**config.mk**
```make
export PLATFORM = sky130hd
export DESIGN_NAME = fp_subtractor_seq
export DESIGN_NICKNAME = d
export VERILOG_FILES = /design/src/rtl/fp_subtractor_seq.sv
export SDC_FILE = /design/constraint.sdc
export NUM_CORES = 1
export LEC_CHECK = 0
export BUFFER_PORTS_ARGS = -buffer_cell sky130_fd_sc_hd__buf_2
export CORE_UTILIZATION = 40
export DETAILED_ROUTE_END_ITERATION = 6
export PLACE_DENSITY = 0.57
export SLEW_MARGIN = 40
export SYNTH_ARGS = -nofsm -noshare
export SYNTH_HDL_FRONTEND = slang
export SYNTH_SLANG_ARGS = --single-unit
```
**constraint.sdc**
```tcl
create_clock -name clk -period 7.9 [get_ports clk]
set_input_delay 0.395 -clock clk [delete_from_list [all_inputs] [get_ports clk]]
set_output_delay 0.395 -clock clk [all_outputs]
set_load 0.01 [all_outputs]
```
**src/rtl/fp_subtractor_seq.sv**
```systemverilog
`default_nettype none
// +--------------------------------------------------------------------------+
// | fp_subtractor_seq : multi-cycle IEEE-754 single subtractor, a - b,       |
// |   truncating, valid/ready in and out. Optional FP_SUB_SPECIAL_EN adds    |
// |   inf/NaN short-circuit handling.                                        |
// | Revision: 1.0                                                            |
// +--------------------------------------------------------------------------+
module fp_subtractor_seq #(
  parameter int EXP_W  = 8,
  parameter int FRAC_W = 23
) (
  input  logic                      clk,
  input  logic                      rst,
  input  logic                      in_valid,
  output logic                      in_ready,
  input  logic [EXP_W+FRAC_W:0]     a,
  input  logic [EXP_W+FRAC_W:0]     b,
  output logic                      out_valid,
  input  logic                      out_ready,
  output logic [EXP_W+FRAC_W:0]     result,
  output logic                      overflow,
  output logic                      underflow
);

  localparam int WORD_W = 1 + EXP_W + FRAC_W;
  localparam int MANT_W = FRAC_W + 1;
  localparam int MAG_W  = MANT_W + 1;
  localparam logic [EXP_W-1:0] EXP_MAX     = '1;
  localparam logic [EXP_W-1:0] SHIFT_LIMIT = EXP_W'(MAG_W);
  localparam logic [EXP_W:0]   WEXP_MAX    = {1'b0, EXP_MAX};
  localparam logic [EXP_W:0]   WEXP_ONE    = {{EXP_W{1'b0}}, 1'b1};

  typedef enum logic [2:0] {
    S_IDLE  = 3'd0,
    S_ALIGN = 3'd1,
    S_SUB   = 3'd2,
    S_NORM  = 3'd3,
    S_PACK  = 3'd4,
    S_DONE  = 3'd5
  } state_t;

  state_t               state;
  logic [WORD_W-1:0]    op_a;
  logic [WORD_W-1:0]    op_b;
  logic                 res_sign;
  logic [MANT_W-1:0]    x_mant;
  logic [MANT_W-1:0]    y_mant;
  logic [EXP_W-1:0]     x_exp_r;
  logic [MAG_W-1:0]     mag;
  logic [EXP_W:0]       work_exp;

  // Operand unpack and alignment, evaluated from the captured operands
  logic [EXP_W-1:0]     exp_a;
  logic [EXP_W-1:0]     exp_b;
  logic [MANT_W-1:0]    mant_a;
  logic [MANT_W-1:0]    mant_b;
  logic                 a_ge_b;
  logic [EXP_W-1:0]     x_exp;
  logic [EXP_W-1:0]     y_exp;
  logic [MANT_W-1:0]    x_mant_sel;
  logic [MANT_W-1:0]    y_mant_sel;
  logic [EXP_W-1:0]     exp_diff;
  logic [MANT_W-1:0]    y_shifted;
  logic                 sign_sel;
  logic                 same_sign;
  logic [EXP_W:0]       exp_inc;
  logic [WORD_W-1:0]    pack_value;

  always_comb begin
    exp_a      = op_a[WORD_W-2:FRAC_W];
    exp_b      = op_b[WORD_W-2:FRAC_W];
    mant_a     = (exp_a != '0) ? {1'b1, op_a[FRAC_W-1:0]} : '0;
    mant_b     = (exp_b != '0) ? {1'b1, op_b[FRAC_W-1:0]} : '0;
    a_ge_b     = (op_a[WORD_W-2:0] >= op_b[WORD_W-2:0]);
    x_exp      = a_ge_b ? exp_a  : exp_b;
    y_exp      = a_ge_b ? exp_b  : exp_a;
    x_mant_sel = a_ge_b ? mant_a : mant_b;
    y_mant_sel = a_ge_b ? mant_b : mant_a;
    exp_diff   = x_exp - y_exp;
    y_shifted  = (exp_diff >= SHIFT_LIMIT) ? '0 : (y_mant_sel >> exp_diff);
    sign_sel   = a_ge_b ? op_a[WORD_W-1] : ~op_b[WORD_W-1];
    same_sign  = (op_a[WORD_W-1] == op_b[WORD_W-1]);
    exp_inc    = work_exp + WEXP_ONE;
  end

`ifdef FP_SUB_SPECIAL_EN
  logic                 special;
  logic [WORD_W-1:0]    special_val;
  logic                 a_top;
  logic                 b_top;
  logic                 a_nan;
  logic                 b_nan;
  logic                 special_hit;
  logic [WORD_W-1:0]    special_sel;

  always_comb begin
    a_top       = (exp_a == EXP_MAX);
    b_top       = (exp_b == EXP_MAX);
    a_nan       = a_top && (op_a[FRAC_W-1:0] != '0);
    b_nan       = b_top && (op_b[FRAC_W-1:0] != '0);
    special_hit = a_top || b_top;
    // inf - inf of equal sign has no meaningful value, so it joins NaN
    if (a_nan || b_nan || (a_top && b_top && same_sign))
      special_sel = {1'b0, EXP_MAX, 1'b1, {(FRAC_W-1){1'b0}}};
    else if (a_top)
      special_sel = {op_a[WORD_W-1], EXP_MAX, {FRAC_W{1'b0}}};
    else
      special_sel = {~op_b[WORD_W-1], EXP_MAX, {FRAC_W{1'b0}}};
  end
`endif

  always_comb begin
    pack_value = {res_sign, work_exp[EXP_W-1:0], mag[FRAC_W-1:0]};
    if (overflow)
      pack_value = {res_sign, EXP_MAX, {FRAC_W{1'b0}}};
    else if (underflow || (mag == '0))
      pack_value = '0;
`ifdef FP_SUB_SPECIAL_EN
    if (special)
      pack_value = special_val;
`endif
  end

  assign in_ready = (state == S_IDLE);

  always_ff @(posedge clk or posedge rst) begin
    if (rst) begin
      state     <= S_IDLE;
      op_a      <= '0;
      op_b      <= '0;
      res_sign  <= 1'b0;
      x_mant    <= '0;
      y_mant    <= '0;
      x_exp_r   <= '0;
      mag       <= '0;
      work_exp  <= '0;
      out_valid <= 1'b0;
      result    <= '0;
      overflow  <= 1'b0;
      underflow <= 1'b0;
`ifdef FP_SUB_SPECIAL_EN
      special     <= 1'b0;
      special_val <= '0;
`endif
    end else begin
      case (state)
        S_IDLE: begin
          if (in_valid) begin
            op_a      <= a;
            op_b      <= b;
            overflow  <= 1'b0;
            underflow <= 1'b0;
`ifdef FP_SUB_SPECIAL_EN
            special   <= 1'b0;
`endif
            state     <= S_ALIGN;
          end
        end
        S_ALIGN: begin
          res_sign <= sign_sel;
          x_mant   <= x_mant_sel;
          y_mant   <= y_shifted;
          x_exp_r  <= x_exp;
`ifdef FP_SUB_SPECIAL_EN
          if (special_hit) begin
            special     <= 1'b1;
            special_val <= special_sel;
            state       <= S_PACK;
          end else begin
            state <= S_SUB;
          end
`else
          state <= S_SUB;
`endif
        end
        S_SUB: begin
          // Larger magnitude is always X, so the difference cannot go negative
          mag      <= same_sign ? ({1'b0, x_mant} - {1'b0, y_mant})
                                : ({1'b0, x_mant} + {1'b0, y_mant});
          work_exp <= {1'b0, x_exp_r};
          state    <= S_NORM;
        end
        S_NORM: begin
          if (mag == '0) begin
            state <= S_PACK;
          end else if (mag[MAG_W-1]) begin
            mag      <= mag >> 1;
            work_exp <= exp_inc;
            if (exp_inc >= WEXP_MAX)
              overflow <= 1'b1;
            state    <= S_PACK;
          end else if (mag[MANT_W-1]) begin
            state <= S_PACK;
          end else if (work_exp <= WEXP_ONE) begin
            underflow <= 1'b1;
            state     <= S_PACK;
          end else begin
            mag      <= mag << 1;
            work_exp <= work_exp - WEXP_ONE;
          end
        end
        S_PACK: begin
          result    <= pack_value;
          out_valid <= 1'b1;
          state     <= S_DONE;
        end
        S_DONE: begin
          if (out_ready) begin
            out_valid <= 1'b0;
            state     <= S_IDLE;
          end
        end
        default: state <= S_IDLE;
      endcase
    end
  end

endmodule
`default_nettype wire
```
* Word level (Yosys, flattened, before mapping)
Cells that the tools add are included.
Operators by class: magnitude comparators 4, equal/unequal tests 17, bitwise operators 1, muxes and demuxes 40, add/sub/neg operators 5, shift-type cells 1, reductions and logical operators 15
Operators by type and width (number):
- 24-bit 2-to-1 mux | 8
- 32-bit 2-to-1 mux | 2
- 25-bit 2-to-1 mux | 2
- 25-bit case mux with 2 select lines | 1
- 9-bit 2-to-1 mux | 4
- 31-bit >= comparator | 1
- 24-bit by 24-bit adder with 25-bit output | 1
- 25-bit zero test | 1
- 24-bit by 24-bit subtractor with 25-bit output | 1
- 24-bit by 8-bit >> shifter with 24-bit output | 1
- 3-bit 2-to-1 mux | 6
- 3-bit case mux with 6 select lines | 1
- 9-bit case mux with 2 select lines | 1
- 8-bit 2-to-1 mux | 2
- 2-bit inequality test (second input constant) | 8
- 8-bit nonzero test | 2
- 1-bit 2-to-1 mux | 10
- 9-bit by 1-bit adder with 9-bit output (second input constant) | 1
- 9-bit by 8-bit >= comparator with 1-bit output (second input constant) | 1
- 9-bit by 1-bit <= comparator with 1-bit output (second input constant) | 1
- 9-bit by 1-bit subtractor with 9-bit output (second input constant) | 1
- 8-bit by 5-bit >= comparator with 1-bit output (second input constant) | 1
- 8-bit subtractor | 1
- 3-bit by 2-bit == test with 1-bit output (second input constant) | 2
- other kinds (15) | 23
Word-level totals: word-level logic and storage cells 97, flip-flop bits (word level) 193

* Logic depth before layout (Yosys ltp)
Gate-level depths: netlist of run 1.
word-level depth 6, mapped depth 20, depth with buffers taken out 18

* Worst setup path before layout of run 1
No wires, ideal clock.
kind register -> register, start reg op_b[25], end reg y_mant[23], library setup time 0.104 ns, period minus slack after synthesis 4.447 ns, arrival 4.343 ns, buffers on the path 2, required time 7.796 ns, stages on the path, launching flop included 21, setup slack 3.453 ns, cell sequence dfrtp_1 > inv_1 > ha_1 > buf_2 > nand4_2 > nor4_4 > nor4b_4 > a221oi_2 > a211o_1 > and2_1 > ha_1 > nand2_1 > a21oi_1 > or4_4 > nand4_1 > a21oi_1 > nand4b_4 > or2_1 > or3_1 > buf_6 > o41ai_4
Between the ends: cells in the longest elaborated chain, start to end 5, elaborated cells on any way between the ends 10, classes of those cells 1 x add/sub; 2 x order compare; 1 x shift; 5 x mux; 1 x reduce/logical
RTL lines:
- start, declared | RTL line 44 | logic [WORD_W-1:0] op_b;
- start signal, assigned | RTL line 130 | op_b <= '0;
- start signal, assigned | RTL line 150 | op_b <= b;
- 31-bit >= comparator / 8-bit nonzero test (equally long branches) | RTL line 74, 73
- 8-bit 2-to-1 mux, or another cell as far along | RTL line 75 | x_exp = a_ge_b ? exp_a : exp_b;
- 8-bit subtractor / 24-bit 2-to-1 mux (equally long branches) | RTL line 79, 78
- 24-bit by 8-bit >> shifter with 24-bit output / 8-bit by 5-bit >= comparator with 1-bit output (equally long branches) | RTL line 80 | y_shifted = (exp_diff >= SHIFT_LIMIT) ? '0 : (y_mant_sel >> exp_diff);
- 24-bit 2-to-1 mux (*) | RTL line 80
- end signal, assigned | RTL line 162 | y_mant <= y_shifted;
- end, declared | RTL line 47 | logic [MANT_W-1:0] y_mant;
Mark *: on every way between the ends. The rest lies on a longest branch, timed or not. A chain may end at the register's enable or synchronous reset.

* Worst setup path in the final report of run 1
start reg op_b[23], end reg y_mant[7]
The elaborated chain is that of the path after synthesis.

==> flow_metrics.py, run 1 <==
metrics = {
    "global_route": {
        "grt_use_total_pct": 23.1,
        "grt_max_degree": 118,
        "overflow": 0,
        "antenna_found_initial": 0,
        "grt_pass1_wl_um": 60100,
        "first_global_vias": 10784,
    },
    "synthesis": {
        "syn_area_um2": 12800,
        "post-synth-top-count-cell": "dfrtp_1",
        "yosys_warnings": 0,
        "yosysTopAreaCell": "dfrtp_1",
        "synthTopCellsByCount": "dfrtp_1, nand2_1, nor2_1",
        "synthMuxAreaShare_pct": 8.03,
        "synth_top_family_by_area": "compound AO/OA/AOI/OAI gates",
        "synth_top_area_share_pct": 37.8,
        "synth-edff-count": 0,
        "synth.ff_latch_count": 193,
        "synth_compound_area_share_pct": 21.8,
        "syn_area_per_cell_um2": 8.89,
        "synth_fa_ha_area_share_pct": 6.13,
        "synthTopCellsByArea": "dfrtp_1, ha_1, nand2_1, nor2_1, a21oi_1",
        "synth.distinct_cells": 83,
        "synthArstFlopShare_pct": 100,
        "synth_ff_type": "dfrtp_1",
        "synth-simple-area-share_pct": 18.3,
        "syn_inst": 1438,
        "yosysSeqAreaShare_pct": 37.8,
        "synth_xor_area_share_pct": 3.49,
        "syn_nets": 1568,
    },
    "drt": {
        "vias": 11074,
        "vias_per_cell": 5.80,
        "wl_per_cell_um": 19.2,
        "wl_um": 36700,
        "drtIter0Drc": 1127,
        "drc": 0,
        "drt_pass1_iterations": 7,
        "ant_nets": 0,
    },
    "setup_path": {
        "cp_common_cell": "buf_4",
        "crit_chain": "inv_1, ha_1, buf_4, nand4_2, nor4_4, nor4b_4, a221oi_2, buf_2, a211o_1, and2_1, ha_1, buf_4, clkinv_1, buf_4, mux4_2, nand2_1, nand2_1, o21ai_0, or4b_1, nand4_1",
        "crit_slowest_cell": "or4b_1",
        "critPathArrivalTime_ns": 6.24,
        "worstSetupPathType": "flop to flop",
        "cp-startpoint": "op_b[23]",
        "setup.worst_path.start_class": "flop",
        "worstSetupEndpointType": "flop",
        "cp_slowest_stage_delay_ns": 0.52,
        "crit_buf_inv": 6,
        "crit_fanout": 27,
        "r2r_start": "op_b[23]",
        "worst-endpoint-required_ns": 8.30,
        "crit_family": "simple AND/OR/NAND/NOR gates",
    },
    "clock_network": {
        "cts_tree": "built",
        "cts_made_buffers": 17,
        "cts_root_buf": "clkbuf_16",
        "path_clk_slew_ns": 0.08,
        "cts_max_level": 4,
        "clk-insertion-delay-late_ns": 0.46,
        "clockBufferDepth": 2,
        "cts_setup_buffers": 0,
        "cts.sinks": 193,
        "ctsResizeCount": 0,
        "hold_buffers": 0,
    },
    "timing": {
        "whs_ns": -0.00231,
        "skew_ns": 0.0141,
        "setup_violations": 0,
        "maxSlewHeadroom_pct": 46.1,
        "finalHoldViolCount": 4,
        "worstMarginPinSlew_ns": 0.808,
        "final.setup.tns_ns": 0,
        "drv_slew": 0,
        "fmax_mhz": 171,
        "period_share_pct": 73.8,
        "min_period_ns": 5.83,
        "grt_setup_unrepaired": "no",
    },
    "place": {
        "gp_congestion": 0.890,
        "hpwlAfterDp_um": 27200,
        "io_buffer_count": 103,
    },
    "min_path": {
        "worstHoldPathType": "input port to async pin",
    },
    "floorplan": {
        "core_um2": 31500,
        "chipHeight_um": 181,
        "die_width_um": 181,
        "ioPinCount": 104,
        "dieArea_um2": 32700,
        "num_rows": 65,
        "start_util_pct": 40.6,
    },
    "run_status": {
        "status": "complete, but fails checks",
        "violations": "hold timing",
    },
    "cells_and_area": {
        "n_antenna_cell": 0,
        "syn_to_final_growth_pct": 11.6,
        "layout-drive-gt1-share_pct": 16.2,
        "layout.nets": 1624,
        "final_core_util_pct": 45.3,
    },
    "flow_run": {
        "maxCapViolations": 0,
    },
}
final timing paths:
kind | end | slack [ns] | depth (start not counted)
setup / recovery | y_mant[7] | 2.07 | 20
hold reg to reg | result[31] | 0.48 | 2
setup reg to reg | y_mant[7] | 2.07 | 20
max in group asynchronous | mag[13] | 6.78 | 3
min in group clk | op_b[27] | 0.13 | 3
hold / removal | op_a[31] | -0.002 | 2
worst register-to-register path, delay by kind of cell, from the launching register on:
| family | cells | cell delay (ns) |
|---|---|---|
| fa+ha+maj | 2 | 0.56 |
| buf+inv | 6 | 1.69 |
| flops | 1 | 0.39 |
| compound gates | 3 | 0.73 |
| mux | 1 | 0.33 |
| simple gates | 8 | 2.08 |
logic make-up after synthesis:
| kind of cell | count (synthesis) |
|---|---|
| compound gates | 410 |
| xor+xnor | 51 |
| fa+ha+maj | 62 |
| buf+inv | 146 |
| flops | 193 |
| mux | 82 |
| simple gates | 494 |
stage by stage:
stage | area [µm²] | std cells | setup WS, ns | hold slack (ns)
2_1_floorplan | 12800 | 1438 | 2.25 | 0.444
3_3_place_gp | 13600 | 1874 | 2.25 | 0.457
3_5_place_dp | 13600 | 1876 | 2.14 | 0.466
4_1_cts | 14300 | 1908 | 2.11 | 0.118
5_1_grt | 14300 | 1909 | 1.79 | 0.0574
6_report | 14300 | 1909 | 2.07 | -0.00231
cell usage in the layout, fill, tap and decap left out, types with 15 or more instances in the layout:
| cell | instances |
|---|---|
| a21oi_1 | 100 |
| dfrtp_1 | 193 |
| nor4_1 | 15 |
| nand4_1 | 17 |
| a221oi_1 | 28 |
| nor2_1 | 149 |
| inv_1 | 52 |
| buf_2 | 105 |
| nor3_1 | 25 |
| xor2_1 | 18 |
| a22o_1 | 37 |
| clkbuf_16 | 17 |
| a31oi_1 | 22 |
| nand3_1 | 33 |
| o21ai_0 | 97 |
| xnor2_1 | 33 |
| buf_4 | 22 |
| nand2_1 | 174 |
| mux2i_1 | 35 |
| ha_1 | 61 |
| mux2_2 | 34 |
layer usage:
metal,wire length (µm),up-vias,track usage (%)
met5,0,-,0
met4,763,0,7.11
met3,1620,45,3.79
met2,16700,306,36.9
met1,17600,5329,32.0
li1,-,5394,-
sequential cells by signal (all words and copies together), names as in the netlist, 8 cells and up:
register	flops
y_mant	24
result	32
op_a	32
x_mant	24
op_b	32
mag	25
x_exp_r	8
work_exp	9
final cells by class:
| class | instances | area, µm² |
|---|---|---|
| fillers | 3108 | 17200 |
| well taps | 402 | 503 |
| flip-flops and latches | 193 | 4830 |
| inverters | 55 | 219 |
| clock inverters | 14 | 168 |
| multi-input cells | 1099 | 7400 |
| clock buffers | 18 | 439 |
| repair buffers | 128 | 702 |
Power of run 1 is not shown: default switching activity piles up to over one toggle a cycle in this logic, so the estimate is an artifact.
==> run 2: changes to the inputs <==
==> constraint.sdc (replaced) <==
create_clock -name clk -period 5.7 [get_ports clk]
set_input_delay 0.285 -clock clk [delete_from_list [all_inputs] [get_ports clk]]
set_output_delay 0.285 -clock clk [all_outputs]
set_load 0.01 [all_outputs]
==> flow_metrics.py, run 2 (same netlist as run 1, synthesis figures left out) <==
metrics = {
    "run_status": {
        "status": "complete, but fails checks",
        "violations": "DRC",
    },
    "setup_path": {
        "cp_slowest_stage_delay_ns": 0.60,
        "critPathArrivalTime_ns": 5.59,
        "crit_path_end": "y_mant[23]",
        "cp-startpoint": "op_b[28]",
        "worstSetupEndpointType": "flop",
        "worst-endpoint-required_ns": 6.05,
        "crit_fanout": 13,
        "timing.reg2reg.setup_slack_ns": 0.46,
        "r2r_start": "op_b[28]",
        "crit_buf_inv": 1,
        "reg2regPathDepth": 18,
        "crit_slowest_cell": "or3_1",
        "cp_num_cells": 18,
        "crit_chain": "inv_1, ha_1, nand4_2, nor4_4, nor4b_4, a221oi_2, a211o_1, and2_1, ha_1, nand2_1, a21oi_1, or4_4, nand4_1, a21oi_1, nand4b_4, or2_1, or3_1, o41ai_4",
        "worstSetupPathType": "flop to flop",
        "setup.worst_path.start_class": "flop",
        "r2r_end": "y_mant[23]",
        "crit_family": "simple AND/OR/NAND/NOR gates",
    },
    "drt": {
        "wl_um": 36500,
        "wl_per_cell_um": 19.1,
        "drtIter0Drc": 1103,
        "drc": 2,
        "vias": 11107,
        "drt_pass1_iterations": 7,
        "vias_per_cell": 5.81,
        "ant_nets": 0,
    },
    "floorplan": {
        "core_um2": 31500,
        "ioPinCount": 104,
        "chipHeight_um": 181,
        "die_width_um": 181,
        "dieArea_um2": 32700,
        "start_util_pct": 40.6,
        "num_rows": 65,
    },
    "clock_network": {
        "cts_root_buf": "clkbuf_16",
        "cts.sinks": 193,
        "cts_made_buffers": 17,
        "cts_max_level": 4,
        "cts_setup_buffers": 0,
        "cts_tree": "built",
        "clk-insertion-delay-late_ns": 0.46,
        "clockBufferDepth": 2,
        "path_clk_slew_ns": 0.09,
    },
    "timing": {
        "setup_violations": 0,
        "worstMarginPinSlew_ns": 0.882,
        "final.setup.tns_ns": 0,
        "fmax_mhz": 191,
        "finalHoldViolCount": 0,
        "drv_slew": 0,
        "grt_setup_unrepaired": "no",
        "min_period_ns": 5.24,
        "skew_ns": 0.0187,
        "maxSlewHeadroom_pct": 40.9,
        "period_share_pct": 91.9,
    },
    "cells_and_area": {
        "syn_to_final_growth_pct": 11.8,
        "final_core_util_pct": 45.4,
        "top_regs": "op_a (32), op_b (32), result (32)",
        "layout_common_cells": "dfrtp_1, nand2_1, nor2_1, buf_2, a21oi_1",
        "final_common_cell": "dfrtp_1",
        "layout-drive-gt1-share_pct": 16.4,
        "layout.nets": 1627,
        "design_area_um2": 14300,
        "n_antenna_cell": 0,
    },
    "place": {
        "hpwlAfterDp_um": 27000,
        "placed_area_um2": 13700,
        "gp_congestion": 0.875,
        "io_buffer_count": 103,
    },
    "global_route": {
        "grt_max_degree": 133,
        "overflow": 0,
        "grt_pass1_wl_um": 59900,
        "grt_use_total_pct": 23.0,
        "antenna_found_initial": 0,
        "first_global_vias": 10716,
    },
    "flow_run": {
        "maxCapViolations": 0,
    },
    "min_path": {
        "worstHoldPathType": "input port to flop",
    },
}
run 2: cell types whose count changed in the layout (fill, tap and decap cells not counted), moves of 2 or more:
| cell | before | now |
|---|---|---|
| buf_4 | 22 | 26 |
| inv_8 | 1 | 5 |
| clkinv_4 | 4 | 1 |
| inv_6 | 4 | 1 |
| buf_2 | 105 | 103 |
| clkinv_2 | 0 | 2 |
| inv_12 | 0 | 2 |
run 2: final cells by class:
type | instances | area (µm²)
flip-flops and latches | 193 | 4830
well taps | 402 | 503
clock inverters | 15 | 181
fillers | 3063 | 17200
inverters | 55 | 219
multi-input cells | 1099 | 7400
clock buffers | 17 | 425
repair buffers | 131 | 732
run 2: worst min-delay path by stage:
stage                     startpoint         end  slack (ns)  depth (start not counted)
final                          a[24]    op_a[24]        0.03                          3
after global routing           b[20]    op_b[20]        0.03                          3
after CTS                       b[2]     op_b[2]        0.01                          3
after detailed placement  result[30]  result[30]        0.47                          2
after global placement     out_valid   out_valid        0.45                          2
after floorplan                 a[0]     op_a[0]        0.40                          2
run 2: stage by stage:
step	setup WS [ns]	hold WS, ns	instances
3_5_place_dp	0.498	0.466	1879
4_1_cts	0.485	0.0136	1912
5_1_grt	0.170	0.0313	1912
6_report	0.461	0.0326	1912
3_3_place_gp	0.606	0.454	1879
2_1_floorplan	0.159	0.402	1438
run 2: what timing repair did:
| item | in CTS | in global routing |
|---|---|---|
| hold buffers | 1 | 0 |
| endpoints found under the hold margin | 39 | 0 |
| gates resized for setup | 0 | 0 |
run 2: routing by layer:
layer  global-route usage (%)  vias up  wire [µm]  share of wire (%)
li1                         -     5418          -                  -
met1                     32.8     5324      17700                 49
met2                     35.9      310      16600                 46
met3                     3.16       55       1330                3.6
met4                     6.94        0        809                2.2
met5                        0        -          0                  0
run 2: tightest hold or removal path, delay by kind of cell:
family | cells | cell delay, ns
buf+inv | 1 | 0.08
simple gates | 1 | 0.04
compound gates | 1 | 0.06
Power of run 2 is left out for the same reason.
==> run 3: changes to the inputs <==
--- a/config.mk
+++ b/config.mk
@@ -6,6 +6,7 @@
 export NUM_CORES = 1
 export LEC_CHECK = 0
 export BUFFER_PORTS_ARGS = -buffer_cell sky130_fd_sc_hd__buf_2
+export CORE_MARGIN = 1.5
 export CORE_UTILIZATION = 40
 export DETAILED_ROUTE_END_ITERATION = 6
 export PLACE_DENSITY = 0.57
==> flow_metrics.py, run 3 (same netlist as run 1, synthesis figures left out) <==
metrics = {
    "floorplan": {
        "start_util_pct": 40.6,
        "core_um2": 31500,
        "chipHeight_um": 182,
        "die_width_um": 182,
        "ioPinCount": 104,
        "dieArea_um2": 33000,
        "num_rows": 65,
    },
    "clock_network": {
        "path_clk_slew_ns": 0.09,
        "cts.sinks": 193,
        "cts_setup_buffers": 0,
        "hold_buffers": 1,
        "cts_made_buffers": 17,
        "cts_tree": "built",
        "cts_root_buf": "clkbuf_16",
        "clk-insertion-delay-late_ns": 0.46,
        "clockBufferDepth": 2,
        "ctsResizeCount": 0,
        "cts_max_level": 4,
    },
    "timing": {
        "finalHoldViolCount": 0,
        "drv_slew": 0,
        "maxSlewHeadroom_pct": 45.2,
        "worstMarginPinSlew_ns": 0.817,
        "grt_setup_unrepaired": "no",
        "period_share_pct": 91.5,
        "whs_ns": 0.0386,
        "skew_ns": 0.0186,
        "setup_violations": 0,
        "fmax_mhz": 192,
        "final.setup.tns_ns": 0,
        "min_period_ns": 5.21,
    },
    "cells_and_area": {
        "final_common_cell": "dfrtp_1",
        "layout.nets": 1627,
        "top_regs": "op_a (32), op_b (32), result (32)",
        "regArea_um2": 4830,
        "layout-drive-gt1-share_pct": 16.3,
        "syn_to_final_growth_pct": 12.0,
        "fin_cells": 1912,
        "fill_cells": 3109,
        "multi_input_area_um2": 7400,
        "n_antenna_cell": 0,
        "layout_common_cells": "dfrtp_1, nand2_1, nor2_1, buf_2, a21oi_1",
    },
    "global_route": {
        "first_global_vias": 10677,
        "grt_max_degree": 127,
        "grt_pass1_wl_um": 59300,
        "antenna_found_initial": 0,
        "grt_use_total_pct": 22.5,
        "overflow": 0,
    },
    "place": {
        "gp_congestion": 0.882,
        "placed_cells": 1878,
        "io_buffer_count": 103,
        "hpwlAfterDp_um": 27200,
    },
    "drt": {
        "vias_per_cell": 5.74,
        "vias": 10984,
        "drtIter0Drc": 911,
        "ant_nets": 0,
        "drt_pass1_iterations": 7,
        "maxUsedRoutingLayer": "met4",
        "wl_met3_um": 1620,
        "met2_length_um": 16700,
        "wl_per_cell_um": 19.0,
        "drc": 3,
        "wl_um": 36200,
        "m1WireLength_um": 17300,
    },
    "flow_run": {
        "maxCapViolations": 0,
    },
    "min_path": {
        "worstHoldPathType": "input port to flop",
    },
    "setup_path": {
        "setup.worst_path.start_class": "flop",
        "critPathArrivalTime_ns": 5.57,
        "worstSetupEndpointType": "flop",
        "crit_slowest_cell": "or3_1",
        "cp_slowest_stage_delay_ns": 0.59,
        "worstSetupPathType": "flop to flop",
        "crit_chain": "inv_1, ha_1, nand4_2, nor4_4, nor4b_4, a221oi_2, buf_4, a211o_1, and2_1, ha_1, nand2_1, a21oi_1, or4_4, nand4_1, a21oi_1, nand4b_4, or2_1, or3_1, o41ai_4",
        "crit_fanout": 13,
        "worst-endpoint-required_ns": 6.05,
    },
    "run_status": {
        "violations": "DRC",
        "status": "complete, but fails checks",
    },
}
[run 3: changes by cell type in the layout (fill, tap and decap cells not counted)]
cell | previous run | this run
clkbuf_8 | 0 | 2
clkinv_8 | 5 | 3
clkinv_2 | 2 | 1
bufinv_16 | 0 | 1
and2_2 | 2 | 1
inv_6 | 1 | 2
buf_4 | 26 | 25
and2_1 | 11 | 12
[run 3: final cells by class]
type	instances	area share, %
timing repair buffer	131	5.16
sequential	193	33.7
clock buffer	18	3.07
tap	402	3.51
inverter	55	1.53
clock inverter	14	1.28
multi-input combinational	1099	51.7
[run 3: layer usage]
metal  up-vias  GRT usage, %
li1       5391             -
met1      5303          31.6
met2       262          36.3
met3        28          3.45
met4         0          5.30
met5         -             0
[run 3: critical path: cells and delay by family, from the launching register on]
kind	cells	cell delay [ns]
and+or+nand+nor	10	2.86
buffers and inverters	2	0.25
AOI/OAI and AO/OA	5	0.92
DFF	1	0.39
adders and majority gates	2	0.66
[run 3: path summary, 6_finish.rpt]
path                                  from          end  slack, ns  cells after the start
worst max-delay path              op_b[28]   y_mant[23]       0.49                     19
worst min-delay path                 b[20]     op_b[20]       0.04                      3
worst max register to register    op_b[28]   y_mant[23]       0.49                     19
worst min register to register  result[31]   result[31]       0.48                      2
max in group asynchronous              rst     op_b[17]       4.15                      4
min in group asynchronous              rst  work_exp[3]       0.48                      3
[run 3: through the flow]
step | area, µm² | util [%] | setup slack (ns)
3_5_place_dp | 13700 | 43.4 | 0.565
2_1_floorplan | 12800 | - | 0.159
5_1_grt | 14300 | 45.5 | 0.0826
6_report | 14300 | 45.5 | 0.485
4_1_cts | 14300 | 45.4 | 0.526
3_3_place_gp | 13700 | 43.4 | 0.639
Power of run 3 is left out for the same reason.
